## config.mk

```make
export PLATFORM = sky130hd
export DESIGN_NAME = decodificador_servo_3
export DESIGN_NICKNAME = d
export VERILOG_FILES = /design/src/rtl/decodificador_servo_3.sv
export SDC_FILE = /design/constraint.sdc
export NUM_CORES = 1
export LEC_CHECK = 0
export ABC_AREA = 1
export ABC_CLOCK_PERIOD_IN_PS = 3900
export CAP_MARGIN = 20
export CORE_MARGIN = 1.5
export CORE_UTILIZATION = 40
export DETAILED_ROUTE_END_ITERATION = 10
export PLACE_DENSITY_LB_ADDON = 0.15
export SYNTH_ARGS = -nofsm -noshare
export SYNTH_HDL_FRONTEND = slang
export SYNTH_SLANG_ARGS = --single-unit
```

## constraint.sdc

```tcl
create_clock -name clock -period 3.9 [get_ports clock]
set_clock_uncertainty 0.2 [all_clocks]
set_input_delay 0.78 -clock clock [delete_from_list [all_inputs] [get_ports clock]]
set_output_delay 0.78 -clock clock [all_outputs]
set_load 0.01 [all_outputs]
```

## src/rtl/decodificador_servo_3.sv

```systemverilog
// rtl/decodificador_servo_3.sv - servo PWM receiver: measures pulse high time and decodes the 3-bit position
//
// Purpose: receive side of the 3-bit servo position link. Measures the high
// time of a 50 Hz servo PWM input and maps it back to a position code, flagging
// out-of-range pulses and loss of signal.
//
// Ports:
//   clock          in   system clock
//   reset          in   asynchronous, active-high reset
//   pwm            in   asynchronous servo PWM input
//   posicao        out  last decoded position code
//   valido         out  last pulse in range and no timeout since
//   erro           out  out-of-range pulse or timeout; cleared by the next good pulse
//   largura_medida out  high time of the last completed pulse, in cycles
//   db_pwm         out  synchronized pwm
//   db_estado      out  FSM state code
module decodificador_servo_3 #(
  parameter int conf_periodo = 1000000,
  parameter int timeout      = 2000000,
  parameter int largura_000  = 35000,
  parameter int largura_001  = 45700,
  parameter int largura_010  = 56450,
  parameter int largura_011  = 67150,
  parameter int largura_100  = 77850,
  parameter int largura_101  = 88550,
  parameter int largura_110  = 99300,
  parameter int largura_111  = 110000,
  parameter int tolerancia   = 5000
) (
  input  logic        clock,
  input  logic        reset,
  input  logic        pwm,
  output logic [2:0]  posicao,
  output logic        valido,
  output logic        erro,
  output logic [20:0] largura_medida,
  output logic        db_pwm,
  output logic [1:0]  db_estado
);

  localparam logic [20:0] cnt_max        = '1;
  localparam logic [20:0] limite_timeout = 21'(timeout);

  // Decision points halfway between neighbouring nominal widths.
  localparam logic [20:0] limiar_0 = 21'((largura_000 + largura_001) / 2);
  localparam logic [20:0] limiar_1 = 21'((largura_001 + largura_010) / 2);
  localparam logic [20:0] limiar_2 = 21'((largura_010 + largura_011) / 2);
  localparam logic [20:0] limiar_3 = 21'((largura_011 + largura_100) / 2);
  localparam logic [20:0] limiar_4 = 21'((largura_100 + largura_101) / 2);
  localparam logic [20:0] limiar_5 = 21'((largura_101 + largura_110) / 2);
  localparam logic [20:0] limiar_6 = 21'((largura_110 + largura_111) / 2);

  localparam logic [20:0] faixa_min = 21'(largura_000 - tolerancia);
  localparam logic [20:0] faixa_max = 21'(largura_111 + tolerancia);

  // The threshold decode assumes strictly increasing widths, and a timeout
  // shorter than the nominal period would flag every healthy signal as lost.
  if (!(largura_000 < largura_001 && largura_001 < largura_010 &&
        largura_010 < largura_011 && largura_011 < largura_100 &&
        largura_100 < largura_101 && largura_101 < largura_110 &&
        largura_110 < largura_111) || (timeout <= conf_periodo)) begin : g_config_invalida
    $error("decodificador_servo_3: widths must increase and timeout must exceed the period");
  end

  typedef enum logic [1:0] {
    espera_subida = 2'b00,
    mede_alto     = 2'b01,
    mede_baixo    = 2'b10
  } estado_t;

  estado_t     estado, estado_prox;
  logic        pwm_meta, pwm_sinc, pwm_ant;
  logic [1:0]  pronto;
  logic        subida, descida, estourou;
  logic        registra, perdeu;
  logic [20:0] cnt_alto, cnt_periodo;
  logic [2:0]  codigo;
  logic        em_faixa;

  // Synchronizer plus previous-value register. pwm_ant is frozen at 1 until
  // the synchronizer has been refilled after reset; otherwise the zeros left
  // in the chain by reset would make a line already high look like a fresh
  // rising edge, and a pulse in progress at reset release would be measured.
  always_ff @(posedge clock or posedge reset) begin
    if (reset) begin
      pwm_meta <= 1'b0;
      pwm_sinc <= 1'b0;
      pwm_ant  <= 1'b1;
      pronto   <= 2'b00;
    end else begin
      pwm_meta <= pwm;
      pwm_sinc <= pwm_meta;
      pronto   <= {pronto[0], 1'b1};
      if (pronto[1]) begin
        pwm_ant <= pwm_sinc;
      end
    end
  end

  assign subida   = pronto[1] &  pwm_sinc & ~pwm_ant;
  assign descida  = pronto[1] & ~pwm_sinc &  pwm_ant;
  assign estourou = (cnt_periodo == limite_timeout);

  // Both counters restart at 1 on a rising edge so the rising-edge cycle
  // itself is counted; they saturate instead of wrapping.
  always_ff @(posedge clock or posedge reset) begin
    if (reset) begin
      cnt_alto    <= '0;
      cnt_periodo <= '0;
    end else begin
      if (subida) begin
        cnt_alto <= 21'd1;
      end else if (pwm_sinc && cnt_alto != cnt_max) begin
        cnt_alto <= cnt_alto + 21'd1;
      end

      if (subida) begin
        cnt_periodo <= 21'd1;
      end else if (cnt_periodo != cnt_max) begin
        cnt_periodo <= cnt_periodo + 21'd1;
      end
    end
  end

  always_ff @(posedge clock or posedge reset) begin
    if (reset) begin
      estado <= espera_subida;
    end else begin
      estado <= estado_prox;
    end
  end

  // A timeout wins over an edge seen in the same cycle.
  always_comb begin
    estado_prox = estado;
    case (estado)
      espera_subida: if (subida) estado_prox = mede_alto;
      mede_alto: begin
        if (estourou)     estado_prox = espera_subida;
        else if (descida) estado_prox = mede_baixo;
      end
      mede_baixo: begin
        if (estourou)     estado_prox = espera_subida;
        else if (subida)  estado_prox = mede_alto;
      end
      default: estado_prox = espera_subida;
    endcase
  end

  always_comb begin
    registra = 1'b0;
    perdeu   = 1'b0;
    case (estado)
      mede_alto: begin
        perdeu   = estourou;
        registra = descida & ~estourou;
      end
      mede_baixo: perdeu = estourou;
      default: begin
        registra = 1'b0;
        perdeu   = 1'b0;
      end
    endcase
  end

  // Code = number of thresholds the width has reached.
  always_comb begin
    codigo = 3'd0;
    if (cnt_alto >= limiar_0) codigo = 3'd1;
    if (cnt_alto >= limiar_1) codigo = 3'd2;
    if (cnt_alto >= limiar_2) codigo = 3'd3;
    if (cnt_alto >= limiar_3) codigo = 3'd4;
    if (cnt_alto >= limiar_4) codigo = 3'd5;
    if (cnt_alto >= limiar_5) codigo = 3'd6;
    if (cnt_alto >= limiar_6) codigo = 3'd7;
  end

  assign em_faixa = (cnt_alto >= faixa_min) && (cnt_alto <= faixa_max);

  always_ff @(posedge clock or posedge reset) begin
    if (reset) begin
      posicao        <= 3'd0;
      valido         <= 1'b0;
      erro           <= 1'b0;
      largura_medida <= '0;
    end else if (registra) begin
      largura_medida <= cnt_alto;
      if (em_faixa) begin
        posicao <= codigo;
        valido  <= 1'b1;
        erro    <= 1'b0;
      end else begin
        valido  <= 1'b0;
        erro    <= 1'b1;
      end
    end else if (perdeu) begin
      valido <= 1'b0;
      erro   <= 1'b1;
    end
  end

  assign db_pwm    = pwm_sinc;
  assign db_estado = estado;

endmodule

```

# ---- Word level (Yosys, flattened, before mapping)
# Index checks and enable logic that the tools add are counted.
dict set report op_classes {
  order_cmp 9
  n_bitwise 8
  reduce_logical 8
  muxes 24
  eq_ne 6
  n_addsub 2
}
# op n
set op_table {}
lappend op_table {{$ge 21x17->1 const B} 4}
lappend op_table {{$mux 21} 4}
lappend op_table {{$ge 21x16->1 const B} 3}
lappend op_table {{$add 21x1->21 const B} 2}
lappend op_table {{$ne 21x21->1 const B} 2}
lappend op_table {{$eq 21x21->1 const B} 1}
lappend op_table {{$ge 21x15->1 const B} 1}
lappend op_table {{$le 21x17->1 const B} 1}
lappend op_table {{$mux 3} 6}
lappend op_table {{$mux 1} 9}
lappend op_table {{$mux 2} 4}
lappend op_table {{$pmux 2 s3} 1}
lappend op_table {{$reduce_bool 2->1} 3}
lappend op_table {{$and 1x1->1} 5}
lappend op_table {{$ne 3x3->1 const B} 1}
lappend op_table {{$not 1->1} 3}
lappend op_table {{$eq 2x1->1 const B} 1}
lappend op_table {{$eq 2x2->1 const B} 1}
lappend op_table {{$logic_and 1x1->1} 2}
lappend op_table {{$logic_not 2->1} 1}
lappend op_table {{$reduce_and 2->1} 1}
lappend op_table {{$reduce_or 2->1} 1}
dict set report totals {
  register_bits 75
  input_bits 3
  out_inout_bits 29
  word_cells 68
}

# ---- Depth between registers and ports, before layout
# Gate-level depths: netlist of the first run.
dict set report logic_depth {
  word_depth 8
  depth_mapped 15
  depth_no_buf 14
}

# ---- Worst setup path before layout of the first run
# No wires, ideal clock.
dict set report synth_timing {
  path_type {register -> register}
  start {register cnt_alto[0]}
  end {register cnt_alto[11]}
  setup_ns 0.119
  synth_period_minus_slack_ns 1.843
  path_slack_ns 2.057
  n_path_buf 0
  t_required_ns 3.581
  stages_incl_launch_ff 12
  arrival_ns 1.524
  cell_sequence {dfrtp_1 ha_1 nand3_1 inv_1 nand2_1 nor3_4 nand3_2 nand2_4 inv_4 nand2_2 a21oi_1 o21a_1}
}
dict set report synth_via {
  elab_chain_cells 3
  word_cells_on_any_way 6
  cone_classes {add/sub: 1; eq/ne: 1; mux: 2; reduce/logical: 2}
}
# item line
set synth_lines {}
lappend synth_lines {{start, declared} 76} ;# logic [20:0] cnt_alto, cnt_periodo;
lappend synth_lines {{start signal, assigned} 114} ;# cnt_alto <= cnt_alto + 21'd1;
lappend synth_lines {{$add 21x1->21 or $ne 21x21->1 (tied branches)} {114, 113}}
lappend synth_lines {{$mux 21 or $logic_and 1x1->1 (tied branches)} 113} ;# end else if (pwm_sinc && cnt_alto != cnt_max) begin
lappend synth_lines {{$mux 21 or $reduce_bool 2->1 (tied branches)} --}
# Parallel ways exist; a longest one is shown, timed or not. The select of a mux whose other input is x is not followed.
# A chain may end at the register's enable or synchronous reset.

# ---- Worst setup path in the final report of the first run
dict set report layout_timing {
  start {register pwm_sinc (netlist: db_pwm)}
  end {output port db_pwm}
}
# item line
set layout_rtl {}
lappend layout_rtl {{start, declared} 72} ;# logic pwm_meta, pwm_sinc, pwm_ant;
lappend layout_rtl {{start signal, assigned} 92} ;# pwm_sinc <= pwm_meta;
lappend layout_rtl {{end, declared} 37} ;# output logic db_pwm,
# No word-level cell between the ends.

==> metrics.md, run 1 <==
| Metric | Value |
|---|---|
| Status | finished clean |
| Total wire length | 12290 µm |
| Port bufs | 31 |
| Top Ports | 32 |
| Wire length per cell | roughly 16 µm |
| Max cap viols | 0 |
| CTS tree | yes |
| Via/cell ratio | 5.370 |
| Die area | between 10000 and 15000 µm² |
| Die Span Y | 108.5 µm |
| Largest net degree at the start of global routing | 49 |
| CTS clk-pin slew, worst paths | ~70 ps |
| Vias in the first global route | a little over 4000 |
| Routed Antenna Nets | 0 |
| Worst path max stage delay | between 500 and 600 ps |
| Worst r2r src | db_pwm |
| R2r setup slk | between 1500 and 2000 ps |
| Htree depth | 3 |
| Power per Cell Area | 375.9 nW/µm² |
| Leading area contributor after synthesis | dfrtp_1 |
| Post-synth top area share | 41.60% |
| VDD IR max | 0.2666 mV |
| Nets | 658 |
| Worst Setup Path Type | register to output pin |
| Starting density of the core | about 40% |
| Post-synth EDFFs | 0 |
| Critical path fanouts, max | 4 |
| Final setup fails | 0 |
| Hold Path Stages | 0 |
| R2R depth | 7 |
| Critical Path Start | db_pwm |
| Sink Count | 75 |
| Post-CTS Hold Fix Bufs | 0 |
| Minimum clock period | around 2400 ps |
| First-pass DRT Iterations | 5 |
| Tcrit/Tclk final | 62.42% |
| Post-CTS resize count | 0 |
| Fin. Hold Viols | 0 |
| Vias | 4248 |
| Slew @ Worst Pin | 720.5 ps |
| Post-synthesis sequential element count | 75 |
| Post-DP HPWL | approximately 9200 µm |
| CP max-delay cell | clkdlybuf4s50_1 |
| Ant. Diodes | 0 |
| Rows | 38 |
| Placeable Area | between 10000 and 15000 µm² |
| Clock latency on the worst-skew pair | 370 ps |
| Reg-to-Reg End | cnt_periodo[0] |
| Clock root cell | clkbuf_8 |
| CP Data Required Time | about 2900 ps |
| CP cell instances | clkdlybuf4s50_1 |
| First-pass GRT wire length | 20290 µm |
| Netlist Area Pre-Place | around 4500 µm² |
| Synth Instances | about 600 |
| Power Total | 1.917 mW |
| Global placer's final weighted congestion | slightly above 1 |
| Hold wc startpoint | pwm_meta |
| TNS Setup | 0 ps |
| Top cells by area, synth | dfrtp_1 (42%), nand2_1 (11%), o21ai_0 (6.9%) |
| DRC | 0 |
| Seq/Total Area, Yosys | between 40% and 50% |
| Post-CTS Setup Bufs | 0 |
| Critical Path Sink Type | output pin |
| Hold Path Sink | db_pwm |
| Crit path DAT | 1450 ps |
| Top-count cell post-synth | nand2_1 |
| Worst Hold Class | register to register |
| Pleak | approximately 2.3 nW |
| RSZ-0062 raised after global routing | no |
| # fillers | about 1100 |
| Synth unique cells | 43 |
| Async set-or-reset flop fraction in the synthesized netlist | 100.0% |
| P&R area growth vs syn | 14.56% |
| TritonCTS Buffers | 9 |
| Gr usage total | a little under a quarter |
| Max clock buf depth | 2 |
| Number of buffers and inverters on the critical path | 1 |
| Overflow after GRT | 0 |
| Max-slew violation count | 0 |
| Layout cells sized above 1 | roughly 6.1% |
| Most common library cells after synthesis | nand2_1 (131), nor2_1 (76), dfrtp_1 (74) |
| Initial antenna violation count | 0 |
| Mapped Avg Cell Area | between 7 and 8 µm² |
| CP Launch Type | register |
| Fmax | a little over 400 MHz |
| 1st-iter DRT viols | ~270 |
| Top FF cell, synth | dfrtp_1 |
| Post-Syn Nets | around 630 |
| CP top delay family | buffers and inverters |
| Die W | approximately 110 µm |
| Relative slew slack | about half |
| Yosys warns | 0 |
[logic make-up after synthesis]
group	Yosys count	share of synthesized area [%]
AO/OA/AOI/OAI	104	12.45
other	1	0.08424
AND/OR/NAND/NOR	326	33.28
XOR/XNOR	5	0.9837
adder cells (fa/ha/maj)	9	2.530
flip-flops	75	42.19
buffers and inverters	93	8.488
[report_power, final]
group	total [mW]	switching [mW]	leakage (nW)	internal, mW
Sequential	0.940	0.0879	1.01	0.852
Clock	0.596	0.283	0.0947	0.313
Combinational	0.380	0.227	1.22	0.153
Total	1.92	0.598	2.33	1.32
[sequential cells by signal, summed over array words and instances, names as in the netlist]
name            count
cnt_alto           21
cnt_periodo        21
largura_medida     21
posicao             3
db_estado           2
pronto              2
db_pwm              1
erro                1
pwm_ant             1
pwm_meta            1
valido              1
[stage by stage]
| step | hold slack [ps] | std cells | utilization [%] | cell area (µm²) | worst slack, ps |
|---|---|---|---|---|---|
| detailed placement | 144.2 | 774 | 45.13 | 4892 | 1445 |
| global placement | 133.8 | 774 | 45.13 | 4892 | 1476 |
| CTS | 160.5 | 790 | 46.86 | 5080 | 1400 |
| global route | 163.4 | 791 | 47.05 | 5100 | 1367 |
| floorplan | 131.2 | 613 | - | 4452 | 1012 |
| finish | 156.3 | 791 | 47.05 | 5100 | 1466 |
[layout by cell type (no fill, tap or decap), types with 2 or more instances in the layout]
cell and instances:
a211oi_1 3, nor2_1 76, xor2_1 4, inv_2 4, nand2_2 5, clkdlybuf4s50_1 31
nor4_1 10, nor3_2 2, nand3b_1 2, a31oi_1 3, clkbuf_1 4, nand3_1 39
clkbuf_8 10, o21a_1 3, nand3_2 3, a21oi_1 28, nand2_1 131, o21ai_0 61
nor3_1 32, dfrtp_1 74, buf_4 5, inv_1 72, ha_1 9, nand4_1 19
[cell type report]
cell class	instances	area [µm²]	share of cell area [%]
clock inverter	2	35.03	0.6869
timing repair buffer	37	367.9	7.213
clock buffer	14	152.6	2.993
sequential	75	1878	36.83
multi-input combinational	445	2196	43.06
inverter	78	295.3	5.790
tap	140	175.2	3.435
[routing by layer]
| metal | part of all wire [%] | routed length (µm) | vias up | global-route usage, % |
|---|---|---|---|---|
| met3 | 5.7 | 698 | 33 | 5.003 |
| li1 | - | - | 2091 | - |
| met5 | 0 | 0 | - | 0 |
| met1 | 43 | 5288 | 1975 | 27.91 |
| met4 | 3.2 | 399 | 0 | 11.28 |
| met2 | 48 | 5906 | 149 | 37.42 |
[worst max-delay path by stage]
stage                                     to  cells past startpoint  slack, ps
after floorplan                  cnt_alto[0]                      1       1010
after global placement    largura_medida[11]                      3       1480
after detailed placement  largura_medida[11]                      3       1440
after CTS                             db_pwm                      1       1400
after global routing          cnt_periodo[0]                      7       1370
final                                 db_pwm                      1       1470
Note: power is estimated with default switching activity, not from simulation.
==> run 2: changes to the inputs <==
--- a/config.mk
+++ b/config.mk
@@ -6,7 +6,7 @@
 export NUM_CORES = 1
 export LEC_CHECK = 0
 export ABC_AREA = 1
-export ABC_CLOCK_PERIOD_IN_PS = 3900
+export ABC_CLOCK_PERIOD_IN_PS = 2500
 export CAP_MARGIN = 20
 export CORE_MARGIN = 1.5
 export CORE_UTILIZATION = 40
==> constraint.sdc (replaced) <==
create_clock -name clock -period 2.5 [get_ports clock]
set_clock_uncertainty 0.2 [all_clocks]
set_input_delay 0.5 -clock clock [delete_from_list [all_inputs] [get_ports clock]]
set_output_delay 0.5 -clock clock [all_outputs]
set_load 0.01 [all_outputs]
==> run 2 against run 1 <==
  * Design area is 1.7% higher
  * Sequential power is 56% higher
  * Non-clock buffer count is 12 higher
  * Register-to-register slack worse by 1300 ps
  * Power is 50% higher
  * Final cell count is 1.5% higher
  * Critical path depth is 8 higher
  * Combinational power is 59% higher
  * Setup slack worse by 1200 ps
  * Routed wire length is 1.1% higher
  * Critical path type is now register to register
==> metrics.md, run 2 (synthesized netlist as in run 1, its figures left out) <==
| Metric | Value |
|---|---|
| Overflow after GRT | 0 |
| Vias | 4306 |
| Gr usage total | a little under a quarter |
| Status | finished clean |
| First-pass DRT Iterations | 5 |
| Commonest non-fill, non-tap cell in the layout | nand2_1 |
| First-pass GRT wire length | ~21000 µm |
| Nets | 670 |
| Starting density of the core | between 40% and 50% |
| Ant. Diodes | 0 |
| Most Crowded Layer GR | met2 |
| Tcrit/Tclk final | 87.51% |
| Max clock buf depth | 2 |
| Clock root cell | clkbuf_8 |
| Vias in the first global route | around 4300 |
| Post-DP HPWL | 9488 µm |
| Clock latency on the worst-skew pair | between 300 and 400 ps |
| Crit path DAT | roughly 2200 ps |
| Die W | around 110 µm |
| Largest registers | cnt_alto: 21 flops, cnt_periodo: 21 flops, largura_medida: 21 flops |
| RSZ-0062 raised after global routing | no |
| Post-CTS resize count | 0 |
| Fin. Hold Viols | 0 |
| Die Span Y | between 100 and 150 µm |
| TritonCTS Buffers | 9 |
| CTS clk-pin slew, worst paths | ~80 ps |
| P&R area growth vs syn | 16.53% |
| Power Total | around 2.9 mW |
| Worst Setup Path Type | register to register |
| Critical Path Sink Type | register |
| Rows | 38 |
| Minimum clock period | 2188 ps |
| CTS tree | yes |
| 1st-iter DRT viols | between 200 and 250 |
| Relative slew slack | about two thirds |
| Grt met3 use | about 4.5% |
| Post-CTS Hold Fix Bufs | 0 |
| Final setup fails | 0 |
| CP Launch Type | register |
| Global placer's final weighted congestion | between 0.9 and 1 |
| Top Ports | 32 |
| Port bufs | 31 |
| Critical path fanouts, max | 6 |
| Initial antenna violation count | 0 |
| Power per Cell Area | around 550 nW/µm² |
| Fmax | 457.1 MHz |
| Sink Count | 75 |
| CP Data Required Time | 2540 ps |
| Via/cell ratio | 5.362 |
| Pleak | ~2.4 nW |
| Total wire length | about 12000 µm |
| Max-slew violation count | 0 |
| Htree depth | 3 |
| Die area | between 10000 and 15000 µm² |
| Layout cells sized above 1 | about 7.8% |
| Met2 Use GR | slightly below 40% |
| Post-CTS Setup Bufs | 0 |
| Max cap viols | 0 |
| VDD IR max | roughly 0.35 mV |
| DRC | 0 |
| Placeable Area | roughly 11000 µm² |
| Commonest non-fill, non-tap cells in the layout | nand2_1 (131), nor2_1 (76), dfrtp_1 (74), inv_1 (72), o21ai_0 (61) |
| Wire length per cell | about 15 µm |
| Routed Antenna Nets | 0 |
| TNS Setup | 0 ps |
| Worst Hold Class | register to register |
| Slew @ Worst Pin | just under 500 ps |
| Grt met1 use | around 28% |
| Largest net degree at the start of global routing | 44 |
## run 2: worst max-delay path, stage by stage, from the launching register on
cell and delay (ps):
dfrtp_1 430, o21ai_0 410, nand4_1 160, o21ai_0 180
nand2_1 60, o21ai_0 130, nand3_1 190, buf_4 180
nand2_1 40, o21ai_0 70
## run 2: final cells by class
| cell class | count | area [µm²] |
|---|---|---|
| clock buffers | 13 | 138.9 |
| clock inverters | 3 | 17.52 |
| fillers | 1087 | 5653 |
| inverters | 78 | 299.0 |
| multi-input cells | 445 | 2196 |
| flip-flops and latches | 75 | 1878 |
| well taps | 140 | 175.2 |
| repair buffers | 49 | 483.0 |
## run 2: where the power goes
part | total, mW | internal (mW) | switching [mW] | leakage, nW
clock network | 0.806 | 0.359 | 0.447 | 0.0774
registers | 1.47 | 1.33 | 0.139 | 1.01
logic | 0.604 | 0.245 | 0.359 | 1.28
total | 2.88 | 1.93 | 0.945 | 2.37
## run 2: worst paths after layout
kind / from / to / slack, ps / cells past startpoint
max: cnt_alto[6] / posicao[2] / 310 / 9
max in group asynchronous: reset / pwm_ant / 1260 / 3
max reg2reg: cnt_alto[6] / posicao[2] / 310 / 9
min reg2reg: pronto[0] / pronto[1] / 150 / 0
min: pronto[0] / pronto[1] / 150 / 0
min in group asynchronous: reset / cnt_periodo[16] / 300 / 2
## run 2: metal layers
metal	share of wire, %	vias up
met3	4.7	37
met1	42	2018
li1	-	2123
met5	0	-
met2	49	128
met4	4.0	0
## run 2: metrics by stage
step	instances	hold WS, ps	setup slack, ps	instance area, µm²	util, %
after floorplan	613	131.2	656.9	4456	-
after global placement	787	134.6	288.9	5031	46.41
after detailed placement	787	138.1	329.4	5031	46.41
final	803	151.5	312.4	5187	47.85
after global routing	803	168.6	49.23	5187	47.85
after CTS	803	156.3	295.9	5187	47.85
